`config.mk`:
```
export PLATFORM = sky130hd
export DESIGN_NAME = mem_stage
export DESIGN_NICKNAME = d
export VERILOG_FILES = /design/src/rtl/mem_stage.sv
export SDC_FILE = /design/constraint.sdc
export NUM_CORES = 1
export LEC_CHECK = 0
export BUFFER_PORTS_ARGS = -buffer_cell sky130_fd_sc_hd__buf_2
export CAP_MARGIN = 20
export CORE_AREA = 2 2 208 210
export DETAILED_ROUTE_END_ITERATION = 10
export DIE_AREA = 0 0 210 212
export PLACE_DENSITY = 0.57
export SYNTH_ARGS = -nofsm -noshare
export SYNTH_HDL_FRONTEND = slang
export SYNTH_SLANG_ARGS = --single-unit
```
`constraint.sdc`:
```
create_clock -name clk -period 3.9 [get_ports clk]
set_input_delay 0.39 -clock clk [delete_from_list [all_inputs] [get_ports clk]]
set_output_delay 0.39 -clock clk [all_outputs]
set_load 0.005 [all_outputs]
```
`src/rtl/mem_stage.sv`:
```
// rtl/mem_stage.sv - memory-access pipeline stage: pass-through, single-outstanding load/store bus
module mem_stage #(
  parameter int XLEN = 64
) (
  input  logic            clk,
  input  logic            rst,
  input  logic            in_valid,
  input  logic            in_load,
  input  logic            in_store,
  input  logic [2:0]      in_funct3,
  input  logic [XLEN-1:0] in_addr,
  input  logic [XLEN-1:0] in_wdata,
  input  logic            in_rd_ena,
  input  logic [XLEN-1:0] in_rd_data,
  output logic            stall,
  output logic            req_valid,
  output logic            req_wen,
  output logic [XLEN-1:0] req_addr,
  output logic [XLEN-1:0] req_wdata,
  output logic [7:0]      req_wstrb,
  input  logic            req_ready,
  input  logic            rsp_valid,
  input  logic [XLEN-1:0] rsp_rdata,
  output logic            rd_data_mem_ena,
  output logic [XLEN-1:0] mem_r_data,
  output logic            rd_data_exe_ena,
  output logic [XLEN-1:0] rd_data_exe,
  output logic            misalign
);

  typedef enum logic [1:0] {
    S_IDLE = 2'd0,
    S_REQ  = 2'd1,
    S_RESP = 2'd2
  } state_t;

  state_t          r_state;
  logic [2:0]      r_funct3;
  logic [2:0]      r_off;
  logic            r_rd_ena;
  logic            r_is_store;
  logic [XLEN-1:0] r_req_addr;
  logic [XLEN-1:0] r_req_wdata;
  logic [7:0]      r_req_wstrb;
  logic            r_mem_ena;
  logic [XLEN-1:0] r_mem_data;
  logic            r_exe_ena;
  logic [XLEN-1:0] r_exe_data;
  logic            r_misalign;

  logic            w_in_mem;
  logic [2:0]      w_in_off;
  logic            w_in_misalign;
  logic [7:0]      w_base_strb;
  logic [7:0]      w_in_strb;
  logic [XLEN-1:0] w_in_wdata;
  logic [XLEN-1:0] w_rsp_shift;
  logic [XLEN-1:0] w_load_data;

  assign w_in_mem   = in_load | in_store;
  assign w_in_off   = in_addr[2:0];
  assign w_in_strb  = w_base_strb << w_in_off;
  assign w_in_wdata = in_wdata << {w_in_off, 3'b000};

  // Size decode of the incoming op: alignment check and base byte-enable pattern.
  // funct3[1:0]==2'b11 covers both D and the unused 111 encoding.
  always_comb begin
    w_in_misalign = 1'b0;
    w_base_strb   = 8'hFF;
    case (in_funct3[1:0])
      2'b00: begin w_in_misalign = 1'b0;           w_base_strb = 8'h01; end
      2'b01: begin w_in_misalign = in_addr[0];     w_base_strb = 8'h03; end
      2'b10: begin w_in_misalign = |in_addr[1:0];  w_base_strb = 8'h0F; end
      default: begin w_in_misalign = |in_addr[2:0]; w_base_strb = 8'hFF; end
    endcase
  end

  // Select and extend the addressed bytes of the returned 8-byte line.
  always_comb begin
    w_rsp_shift = rsp_rdata >> {r_off, 3'b000};
    w_load_data = w_rsp_shift;
    case (r_funct3)
      3'b000:  w_load_data = {{56{w_rsp_shift[7]}},  w_rsp_shift[7:0]};
      3'b001:  w_load_data = {{48{w_rsp_shift[15]}}, w_rsp_shift[15:0]};
      3'b010:  w_load_data = {{32{w_rsp_shift[31]}}, w_rsp_shift[31:0]};
      3'b100:  w_load_data = {56'd0, w_rsp_shift[7:0]};
      3'b101:  w_load_data = {48'd0, w_rsp_shift[15:0]};
      3'b110:  w_load_data = {32'd0, w_rsp_shift[31:0]};
      default: w_load_data = w_rsp_shift;
    endcase
  end

  // Access FSM; enables are pulses, data registers hold their last value.
  always_ff @(posedge clk) begin
    if (!rst) begin
      r_state     <= S_IDLE;
      r_funct3    <= 3'd0;
      r_off       <= 3'd0;
      r_rd_ena    <= 1'b0;
      r_is_store  <= 1'b0;
      r_req_addr  <= '0;
      r_req_wdata <= '0;
      r_req_wstrb <= 8'd0;
      r_mem_ena   <= 1'b0;
      r_mem_data  <= '0;
      r_exe_ena   <= 1'b0;
      r_exe_data  <= '0;
      r_misalign  <= 1'b0;
    end else begin
      r_mem_ena  <= 1'b0;
      r_exe_ena  <= 1'b0;
      r_misalign <= 1'b0;
      case (r_state)
        S_IDLE: begin
          if (in_valid) begin
            if (!w_in_mem) begin
              r_exe_ena  <= in_rd_ena;
              r_exe_data <= in_rd_data;
            end else if (w_in_misalign) begin
              r_misalign <= 1'b1;
            end else begin
              r_funct3    <= in_funct3;
              r_off       <= w_in_off;
              r_rd_ena    <= in_rd_ena;
              r_is_store  <= in_store;
              r_req_addr  <= {in_addr[XLEN-1:3], 3'b000};
              r_req_wdata <= w_in_wdata;
              r_req_wstrb <= in_store ? w_in_strb : 8'd0;
              r_state     <= S_REQ;
            end
          end
        end
        S_REQ: begin
          if (req_ready) r_state <= S_RESP;
        end
        S_RESP: begin
          if (rsp_valid) begin
            if (!r_is_store) begin
              r_mem_data <= w_load_data;
              r_mem_ena  <= r_rd_ena;
            end
            r_state <= S_IDLE;
          end
        end
        default: r_state <= S_IDLE;
      endcase
    end
  end

  assign stall           = (r_state != S_IDLE);
  assign req_valid       = (r_state == S_REQ);
  assign req_wen         = r_is_store;
  assign req_addr        = r_req_addr;
  assign req_wdata       = r_req_wdata;
  assign req_wstrb       = r_req_wstrb;
  assign rd_data_mem_ena = r_mem_ena;
  assign mem_r_data      = r_mem_data;
  assign rd_data_exe_ena = r_exe_ena;
  assign rd_data_exe     = r_exe_data;
  assign misalign        = r_misalign;

endmodule

```
==> impl_metrics.toml, run 1 <==
[cts]
root_buffer = "clkbuf_16"
clk_pin_slew_ns = 0.06
post_cts_buffers = 0
cts_tree = "done"
clock_insertion_delay_worst_skew_ns = 0.54
htreeDepth = 2
cts_resized = 0
cts.sinks = 274
ctsHoldBuffers = 0
clk_path_buf_depth = 3
numCtsBuffers = 35

[timing]
finalSetupTns_ns = 0
setup_violations = 0
finalCriticalPeriod_ns = 2.95
rsz0062_at_grt = "false"
timing.final.crit_share_pct = 75.6
hold_viol = 0
finClkSkew_ns = 0.0148
slew_headroom_pct = 29.3
tightestPinTransition_ns = 1.05
fmax_mhz = 339
slew_viol_final = 0

[synthesis]
ys_types = 53
synth_seq_cells = 274
async_flop_share_pct = 0
synth_flop_cell = "dfxtp_1"
syn_area_sq_um = 13200
synth_area_per_cell_sq_um = 8.70
synth_edf_count = 0
syn_inst = 1512
yosysSeqAreaShare_pct = 41.7
ys_warn_count = 0

[placed_design]
gp_congestion = 0.937
hpwl_mm = 37.9
portBuffers = 533

[critical_path]
startpoint = "r_funct3[1]"
slowest_delay_ns = 0.72
crit_slowest_cell = "nor2b_1"
worstPathArrival_ns = 3.41
path_max_fanout = 32
reg2regPathDepth = 6
worstSetupStartpointType = "flop"
critPathKind = "flop to flop"
cp_data_required_time_ns = 4.36
critPathCapture = "mem_r_data[38]"
path_cells = "nor2b_1, or3b_2, a311oi_1, nor4_4, buf_4, a21oi_1"
crit_path_end_kind = "flop"
regToRegStartpoint = "r_funct3[1]"
r2r_slack_ns = 0.95
reg2reg_to = "mem_r_data[38]"

[layout]
area.growth.synth_to_final_pct = 32.3
nNetsFinal = 2233
drive_above_1_share_pct = 34.1

[power_and_ir_drop]
combPwrFrac_pct = 13.6
internal_power_uw = 5360
p_per_area_nw_per_um2 = 419
p_total_uw = 7300
swShare_pct = 26.6
power_switching_uw = 1940
clkPwrFrac_pct = 45.8
max-vdd-ir-drop_mv = 0.282
leakagePower_uw = 0.00782
p_seq_share_pct = 40.6

[min_path]
hp-class = "input pin to flop"

[route]
wl_per_cell_microns = 20.3
route.detailed.drc = 0
drtAntennaViolNets = 0
drtPass1Iterations = 7
vias = 13100
finalWirelength_mm = 51.6
via_per_inst = 5.17
drtIter0Drc = 998

[global_routing]
grtUsageTotal_pct = 22.1
grt_start_max_net_pins = 105
antenna_found_initial = 11
grt_pass1_vias = 12800
grt_pass1_wl_mm = 76.0
overflow = 0

[die]
die-area_sq_um = 44500
core_sq_um = 42500
initial_core_util_pct = 31.0
die_w_microns = 210
rows = 76
die_h_microns = 212
num_io_pins = 537

[outcome]
status = "finished, final reports clean"

[flow_run]
drv_cap = 0
## flip-flops by register name, indices dropped and copies added (netlist names)
name,cells
r_funct3,3
mem_r_data,64
req_wstrb,8
r_rd_ena,1
req_addr,61
r_off,3
rd_data_exe,64
rd_data_mem_ena,1
r_state,2
misalign,1
req_wen,1
rd_data_exe_ena,1
req_wdata,64
## synth_stat cells, types with 11 or more instances
master    count  area share [%]
nand2b_1     18            0.86
nor3_1       13            0.49
buf_2        27             1.0
a21boi_0    148             8.4
a21oi_1      70             2.7
nor2b_1      16            0.76
o21ai_0      67             2.5
nand2_1     388              11
nand3_1      38             1.4
dfxtp_1     274              42
mux4_2       40             6.8
mux2i_1      81             6.2
clkbuf_1     99             2.8
nor2_1       44             1.3
o211a_1      32             2.4
mux2_2       11            0.94
## power by group through the flow
stage / Combinational (uW) / Clock (uW) / Sequential (uW)
floorplan: 542 / 0 / 3020
detailed placement: 989 / 0 / 3020
global route: 1080 / 3540 / 2980
global placement: 983 / 0 / 3020
finish: 994 / 3340 / 2970
CTS: 994 / 3430 / 2960
## worst min-delay path by stage
| stage | startpoint | endpoint | depth (start not counted) |
|---|---|---|---|
| 2_1_floorplan | r_rd_ena | r_rd_ena | 2 |
| 3_3_place_gp | req_wstrb[2] | req_wstrb[2] | 2 |
| 3_5_place_dp | rd_data_exe[63] | rd_data_exe[63] | 2 |
| 4_1_cts | in_rd_ena | rd_data_exe_ena | 2 |
| 5_1_grt | in_rd_data[33] | rd_data_exe[33] | 3 |
| 6_report | in_rd_ena | rd_data_exe_ena | 2 |
## metrics by stage
step                worst slack (ns)  std cells  utilization, %  hold WS [ns]  cell area (sq um)
floorplan                       1.86       1514               -         0.439              13200
global placement                1.09       2475            38.1         0.444              16200
detailed placement              1.07       2475            38.1         0.456              16200
CTS                             1.03       2535            40.9        0.0523              17400
global route                   0.841       2539            40.9        0.0741              17400
finish                         0.953       2540            40.9        0.0945              17400
## cells by family (layout without fill, tap and decap cells)
family / after synthesis / after routing / synth area share [%]
other: 1 / 8 / 0.0285
multiplexers: 132 / 132 / 13.9
AND/OR/NAND/NOR: 544 / 544 / 17.6
flip-flops: 274 / 274 / 41.7
AO/OA/AOI/OAI: 413 / 413 / 22.0
buffers and inverters: 148 / 623 / 4.71
## critical path: cells and delay by family (launching register included)
family                 cells  cell delay, ns
and+or+nand+nor            3            1.29
DFF                        1            0.67
AOI/OAI and AO/OA          2            0.63
buffers and inverters      1            0.27
## metal layers
layer / vias up / routed length (microns) / GRT usage, % / part of all wire (%)
met2: 578 / 24500 / 36.8 / 47
li1: 6230 / - / - / -
met5: - / 81 / 0 / 0.16
met1: 6207 / 20800 / 26.6 / 40
met4: 14 / 1500 / 7.70 / 2.9
met3: 95 / 4760 / 7.65 / 9.2
## cell usage in the layout, fill, tap and decap left out, types with 10 or more instances in the layout
master and n:
o21ai_0 67, nand2b_1 18, a21boi_0 148, o211a_1 32
dfxtp_1 272, clkbuf_16 36, o211ai_1 10, buf_2 531
nor2b_1 16, a21oi_1 70, nor2_1 43, nor3_1 12
buf_4 22, mux2_2 11, nand3_1 38, mux2i_1 81
nand2_1 387, mux4_2 40
## layout make-up
type                    instances  area (sq um)
fillers                      4360         25100
multi-input cells            1092          7120
flip-flops and latches        274          5490
repair buffers                557          2890
clock buffers                  46          1010
well taps                     546           683
clock inverters                14           176
inverters                       6          22.5
diodes                          5          12.5
(Power assumes the default switching activity.)
==> run 2, diff against run 1 <==
==> config.mk (replaced) <==
export PLATFORM = sky130hd
export DESIGN_NAME = mem_stage
export DESIGN_NICKNAME = d
export VERILOG_FILES = /design/src/rtl/mem_stage.sv
export SDC_FILE = /design/constraint.sdc
export NUM_CORES = 1
export LEC_CHECK = 0
export ABC_AREA = 1
export BUFFER_PORTS_ARGS = -buffer_cell sky130_fd_sc_hd__buf_2
export CAP_MARGIN = 20
export CORE_AREA = 2 2 212 214
export DETAILED_ROUTE_END_ITERATION = 10
export DIE_AREA = 0 0 214 216
export PLACE_DENSITY = 0.58
export SYNTH_ARGS = -nofsm -noshare
export SYNTH_HDL_FRONTEND = slang
export SYNTH_SLANG_ARGS = --single-unit
==> constraint.sdc (replaced) <==
create_clock -name clk -period 2.5 [get_ports clk]
set_input_delay 0.25 -clock clk [delete_from_list [all_inputs] [get_ports clk]]
set_output_delay 0.25 -clock clk [all_outputs]
set_load 0.005 [all_outputs]
==> impl_metrics.toml, run 2 <==
[placed_design]
place_area_sq_um = 16400
gp_congestion = 0.960
portBuffers = 533
hpwl_mm = 41.1
dpl.cell_count = 3004
preCtsSetupSlack_ns = 0.419

[layout]
design_area_sq_um = 18700
multiInputGateArea_sq_um = 6550
drive_above_1_share_pct = 25.4
register_area_sq_um = 5490
stdcell_count = 3195
utilization_pct = 42.7
final_cell_mix = "buf_2, nand2_1, o21ai_0, nor2_1, dfxtp_1"
final.fill_count = 4569
area.growth.synth_to_final_pct = 40.3
nNetsFinal = 2843
final_common_cell = "buf_2"

[synthesis]
syn_area_sq_um = 13400
synth_fa_ha_area_share_pct = 0
synth_top_area_share_pct = 41.1
ys_warn_count = 0
yosys-top-cells-area = "dfxtp_1, o21ai_0, nand2_1"
synthTopCellsByCount = "nand2_1, o21ai_0, nor2_1"
synth_seq_cells = 274
synth_flop_cell = "dfxtp_1"
synth_area_per_cell_sq_um = 6.66
synth_top_family_by_area = "simple AND/OR/NAND/NOR gates"
synthSimpleGateAreaFrac_pct = 27.2
yosysSeqAreaShare_pct = 41.1
synth_top_area_cell = "dfxtp_1"
ys_types = 36
async_flop_share_pct = 0
syn_inst = 2006
synth_edf_count = 0
synthMostInstantiatedCell = "nand2_1"
synth-compound-area-share_pct = 21.5
synthXorXnorAreaFrac_pct = 0
synth.area.mux_share_pct = 0.225

[critical_path]
crit_path_end_kind = "flop"
r2r_slack_ns = 0.24
critPathKind = "flop to flop"
cp_data_required_time_ns = 2.97
worstSetupStartpointType = "flop"
worstPathArrival_ns = 2.73
path_max_fanout = 67

[route]
drtPass1Iterations = 6
route.detailed.drc = 0
drtAntennaViolNets = 0
dr.max_layer_used = "met5"
finalWirelength_mm = 56.5
vias = 15800
wl_met2_mm = 26.9
wl_met1_mm = 23.5
via_per_inst = 4.96
wl_met3_mm = 4.02
wl_per_cell_microns = 17.7
drtIter0Drc = 1222

[cts]
numCtsBuffers = 31
clock_insertion_delay_worst_skew_ns = 0.57
htreeDepth = 1
clk_path_buf_depth = 3
cts_tree = "done"
root_buffer = "clkbuf_16"
cts.sinks = 274
clk_pin_slew_ns = 0.06

[power_and_ir_drop]
internal_power_uw = 8160
p_per_area_nw_per_um2 = 610
swShare_pct = 28.6
p_seq_share_pct = 41.1
max-vdd-ir-drop_mv = 0.485
clkPwrFrac_pct = 40.7
combPwrFrac_pct = 18.3
power_switching_uw = 3270
leakagePower_uw = 0.00889

[outcome]
status = "finished, final reports clean"

[global_routing]
overflow = 0
grtUsageTotal_pct = 23.3
antenna_found_initial = 7
grt_start_max_net_pins = 169
grt_pass1_vias = 15100
grt_pass1_wl_mm = 86.2

[flow_run]
drv_cap = 0

[timing]
fmax_mhz = 442
tightestPinTransition_ns = 0.651
finClkSkew_ns = 0.0200
hold_viol = 0
slew_headroom_pct = 56.6
finalSetupTns_ns = 0
timing.final.crit_share_pct = 90.6
slew_viol_final = 0
setup_violations = 0
rsz0062_at_grt = "false"
finalCriticalPeriod_ns = 2.26
fin_ws_ns = 0.236

[die]
initial_core_util_pct = 30.5
rows = 77
num_io_pins = 537
die_h_microns = 216
core_sq_um = 43800
die_w_microns = 214
die-area_sq_um = 46200

[min_path]
hp-class = "input pin to flop"
-- run 2: changes by cell type after synthesis, moves of 78 or more --
cell | before | now
mux2i_1 | 81 | 3
nor2_1 | 44 | 287
o21ai_0 | 67 | 331
inv_1 | 4 | 125
nand3_1 | 38 | 127
a21boi_0 | 148 | 0
-- run 2: path summary, 6_finish.rpt --
kind | cells past startpoint | from | endpoint
worst max register to register | 8 | r_state[1] | req_addr[59]
worst min register to register | 2 | rd_data_exe[7] | rd_data_exe[7]
worst max-delay path | 8 | r_state[1] | req_addr[59]
worst min-delay path | 3 | in_rd_data[11] | rd_data_exe[11]
-- run 2: through the flow --
stage	hold slack [ns]	power, uW
4_1_cts	0.00357	11500
3_3_place_gp	0.429	6660
6_report	0.0258	11400
3_5_place_dp	0.433	6680
2_1_floorplan	0.369	5880
5_1_grt	0.0240	12000
-- run 2: layout make-up --
class	count	share of cell area (%)
clock inverters	12	0.635
well taps	592	3.95
flip-flops and latches	274	29.3
multi-input cells	1438	35.0
inverters	134	2.69
diodes	4	0.0534
clock buffers	44	4.94
repair buffers	697	23.4
-- run 2: metal layers --
metal	track usage, %	vias to the layer above
met5	0	-
met4	8.11	6
met3	4.71	126
met2	39.6	699
met1	29.3	7321
li1	-	7686
-- run 2: kinds of logic after synthesis --
| logic type | count (synthesis) |
|---|---|
| mux | 3 |
| other cells | 1 |
| buf+inv | 296 |
| simple gates | 882 |
| flops | 274 |
| compound gates | 550 |
-- run 2: power by group through the flow --
stage | Sequential (uW) | Combinational (uW) | Clock [uW]
final | 4690 | 2090 | 4650
after global routing | 4710 | 2300 | 4950
after CTS | 4690 | 2070 | 4790
after detailed placement | 4780 | 1900 | 0
after global placement | 4780 | 1890 | 0
after floorplan | 4780 | 1100 | 0
-- run 2: what timing repair did --
| action | in CTS | in global routing |
|---|---|---|
| hold endpoints to repair | 130 | 0 |
| gates resized for setup | 0 | 0 |
| setup buffers | 0 | 0 |
| hold buffers | 131 | 0 |
-- run 2: critical path, stage by stage, from the launching register on --
cell,delay [ns]
dfxtp_1,0.33
nor2_1,0.28
nand2_1,0.14
nor2_2,0.15
nand2_4,0.09
buf_4,0.33
o21ai_0,0.22
dlygate4sd3_1,0.57
nor2_1,0.04
==> run 3, diff against run 2 <==
--- a/config.mk
+++ b/config.mk
@@ -8,10 +8,10 @@
 export ABC_AREA = 1
 export BUFFER_PORTS_ARGS = -buffer_cell sky130_fd_sc_hd__buf_2
 export CAP_MARGIN = 20
-export CORE_AREA = 2 2 212 214
+export CORE_AREA = 2 2 209 211
 export DETAILED_ROUTE_END_ITERATION = 10
-export DIE_AREA = 0 0 214 216
-export PLACE_DENSITY = 0.58
+export DIE_AREA = 0 0 211 213
+export PLACE_DENSITY = 0.57
 export SYNTH_ARGS = -nofsm -noshare
 export SYNTH_HDL_FRONTEND = slang
 export SYNTH_SLANG_ARGS = --single-unit
==> constraint.sdc (replaced) <==
create_clock -name clk -period 2.25 [get_ports clk]
set_input_delay 0.225 -clock clk [delete_from_list [all_inputs] [get_ports clk]]
set_output_delay 0.225 -clock clk [all_outputs]
set_load 0.005 [all_outputs]
==> impl_metrics.toml, run 3 (synthesized netlist as in run 2, its figures left out) <==
[critical_path]
critPathKind = "flop to flop"
worstSetupStartpointType = "flop"
crit_path_end_kind = "flop"
worstPathArrival_ns = 2.36
critPathBufInv = 2
cp_data_required_time_ns = 2.66
slowest_delay_ns = 0.34
critPathTopFamily = "simple AND/OR/NAND/NOR gates"
crit_slowest_cell = "dfxtp_1"
path_max_fanout = 24
path_cells = "nor2_1, nand2_1, nor2_2, nand2_4, buf_4, o21ai_1, buf_4, nor2_1"

[cts]
cts.sinks = 274
cts_tree = "done"
htreeDepth = 2
clk_path_buf_depth = 3
numCtsBuffers = 34
clk_pin_slew_ns = 0.06
root_buffer = "clkbuf_16"
post_cts_buffers = 0
clock_insertion_delay_worst_skew_ns = 0.54

[timing]
tightestPinTransition_ns = 0.953
slew_headroom_pct = 36.0
rsz0062_at_grt = "false"
hold_viol = 0
slew_viol_final = 0
finalSetupTns_ns = 0
finClkSkew_ns = 0.0290
timing.final.crit_share_pct = 86.5
finalCriticalPeriod_ns = 1.95
fmax_mhz = 514
setup_violations = 0
fin_hold_ws_ns = 0.0230

[power_and_ir_drop]
p_per_area_nw_per_um2 = 697
leakagePower_uw = 0.00889
max-vdd-ir-drop_mv = 0.433

[global_routing]
grt_start_max_net_pins = 130
grt_most_used_layer = "met2"
use_met3_pct = 4.93
grtUsageTotal_pct = 23.5
grt_pass1_wl_mm = 82.5
antenna_found_initial = 4
met1_usage_pct = 29.7
grt_util_met2_pct = 38.8
grt_pass1_vias = 14600
overflow = 0

[layout]
drive_above_1_share_pct = 25.5
final_cell_mix = "buf_2, nand2_1, o21ai_0, nor2_1, dfxtp_1"
final_common_cell = "buf_2"
area.growth.synth_to_final_pct = 39.7
nNetsFinal = 2841
utilization_pct = 43.7

[placed_design]
portBuffers = 533
hpwl_mm = 40.9
gp_congestion = 0.904

[route]
drtPass1Iterations = 6
route.detailed.drc = 0
vias = 15600
via_per_inst = 4.94
drtIter0Drc = 1273
drtAntennaViolNets = 0
finalWirelength_mm = 55.9
wl_per_cell_microns = 17.8

[die]
num_io_pins = 537
core_sq_um = 42700
rows = 76
die_h_microns = 213
die_w_microns = 211
die-area_sq_um = 44900
initial_core_util_pct = 31.3

[outcome]
status = "finished, final reports clean"

[min_path]
hp-class = "input pin to flop"

[flow_run]
drv_cap = 0
[run 3: changes by cell type in the layout (fill, tap and decap cells not counted), sizes merged]
cell / delta
buf: +7
dlygate4sd3: -12
clkinv: -2
clkbuf: +3
inv: +1
bufinv: +1
[run 3: metrics by stage]
step / setup WS (ns) / area, sq um / instances / total power, uW
4_1_cts: 0.0629 / 18600 / 3143 / 13100
2_1_floorplan: 0.851 / 13400 / 2008 / 6530
6_report: 0.305 / 18700 / 3147 / 13000
3_5_place_dp: 0.0511 / 16300 / 2965 / 7450
3_3_place_gp: 0.0933 / 16300 / 2965 / 7440
5_1_grt: 0.0647 / 18600 / 3145 / 13600
[run 3: worst paths after layout]
| path | slack (ns) | to | depth (start not counted) | from |
|---|---|---|---|---|
| worst max-delay path | 0.30 | r_funct3[2] | 8 | r_state[1] |
| worst min-delay path | 0.02 | rd_data_exe[5] | 3 | in_rd_data[5] |
| worst max register to register | 0.30 | r_funct3[2] | 8 | r_state[1] |
| worst min register to register | 0.44 | rd_data_exe[10] | 2 | rd_data_exe[10] |
[run 3: final cells by class]
type / count / area (sq um)
inverters: 134 / 504
multi-input cells: 1438 / 6550
flip-flops and latches: 274 / 5490
fillers: 4497 / 24000
clock inverters: 12 / 163
repair buffers: 692 / 4310
clock buffers: 47 / 940
well taps: 546 / 683
diodes: 4 / 10.0
[run 3: power by group]
| group | switching [uW] | internal (uW) |
|---|---|---|
| Clock | 2170 | 3280 |
| Sequential | 123 | 5080 |
| Combinational | 1410 | 920 |
[run 3: repair_timing]
item	CTS	global route
resized for setup	0	1
hold endpoints to repair	119	0
endpoints found under the setup margin	0	1
hold buffers	119	0
[run 3: routing by layer]
metal,up-vias,routed length (microns)
li1,7681,-
met5,-,14
met1,7115,23300
met3,129,4070
met4,2,2160
met2,632,26400
[run 3: tightest hold or removal path, stage by stage]
cell and delay, ns:
buf_2 0.07, o21ai_0 0.07, a21oi_1 0.13
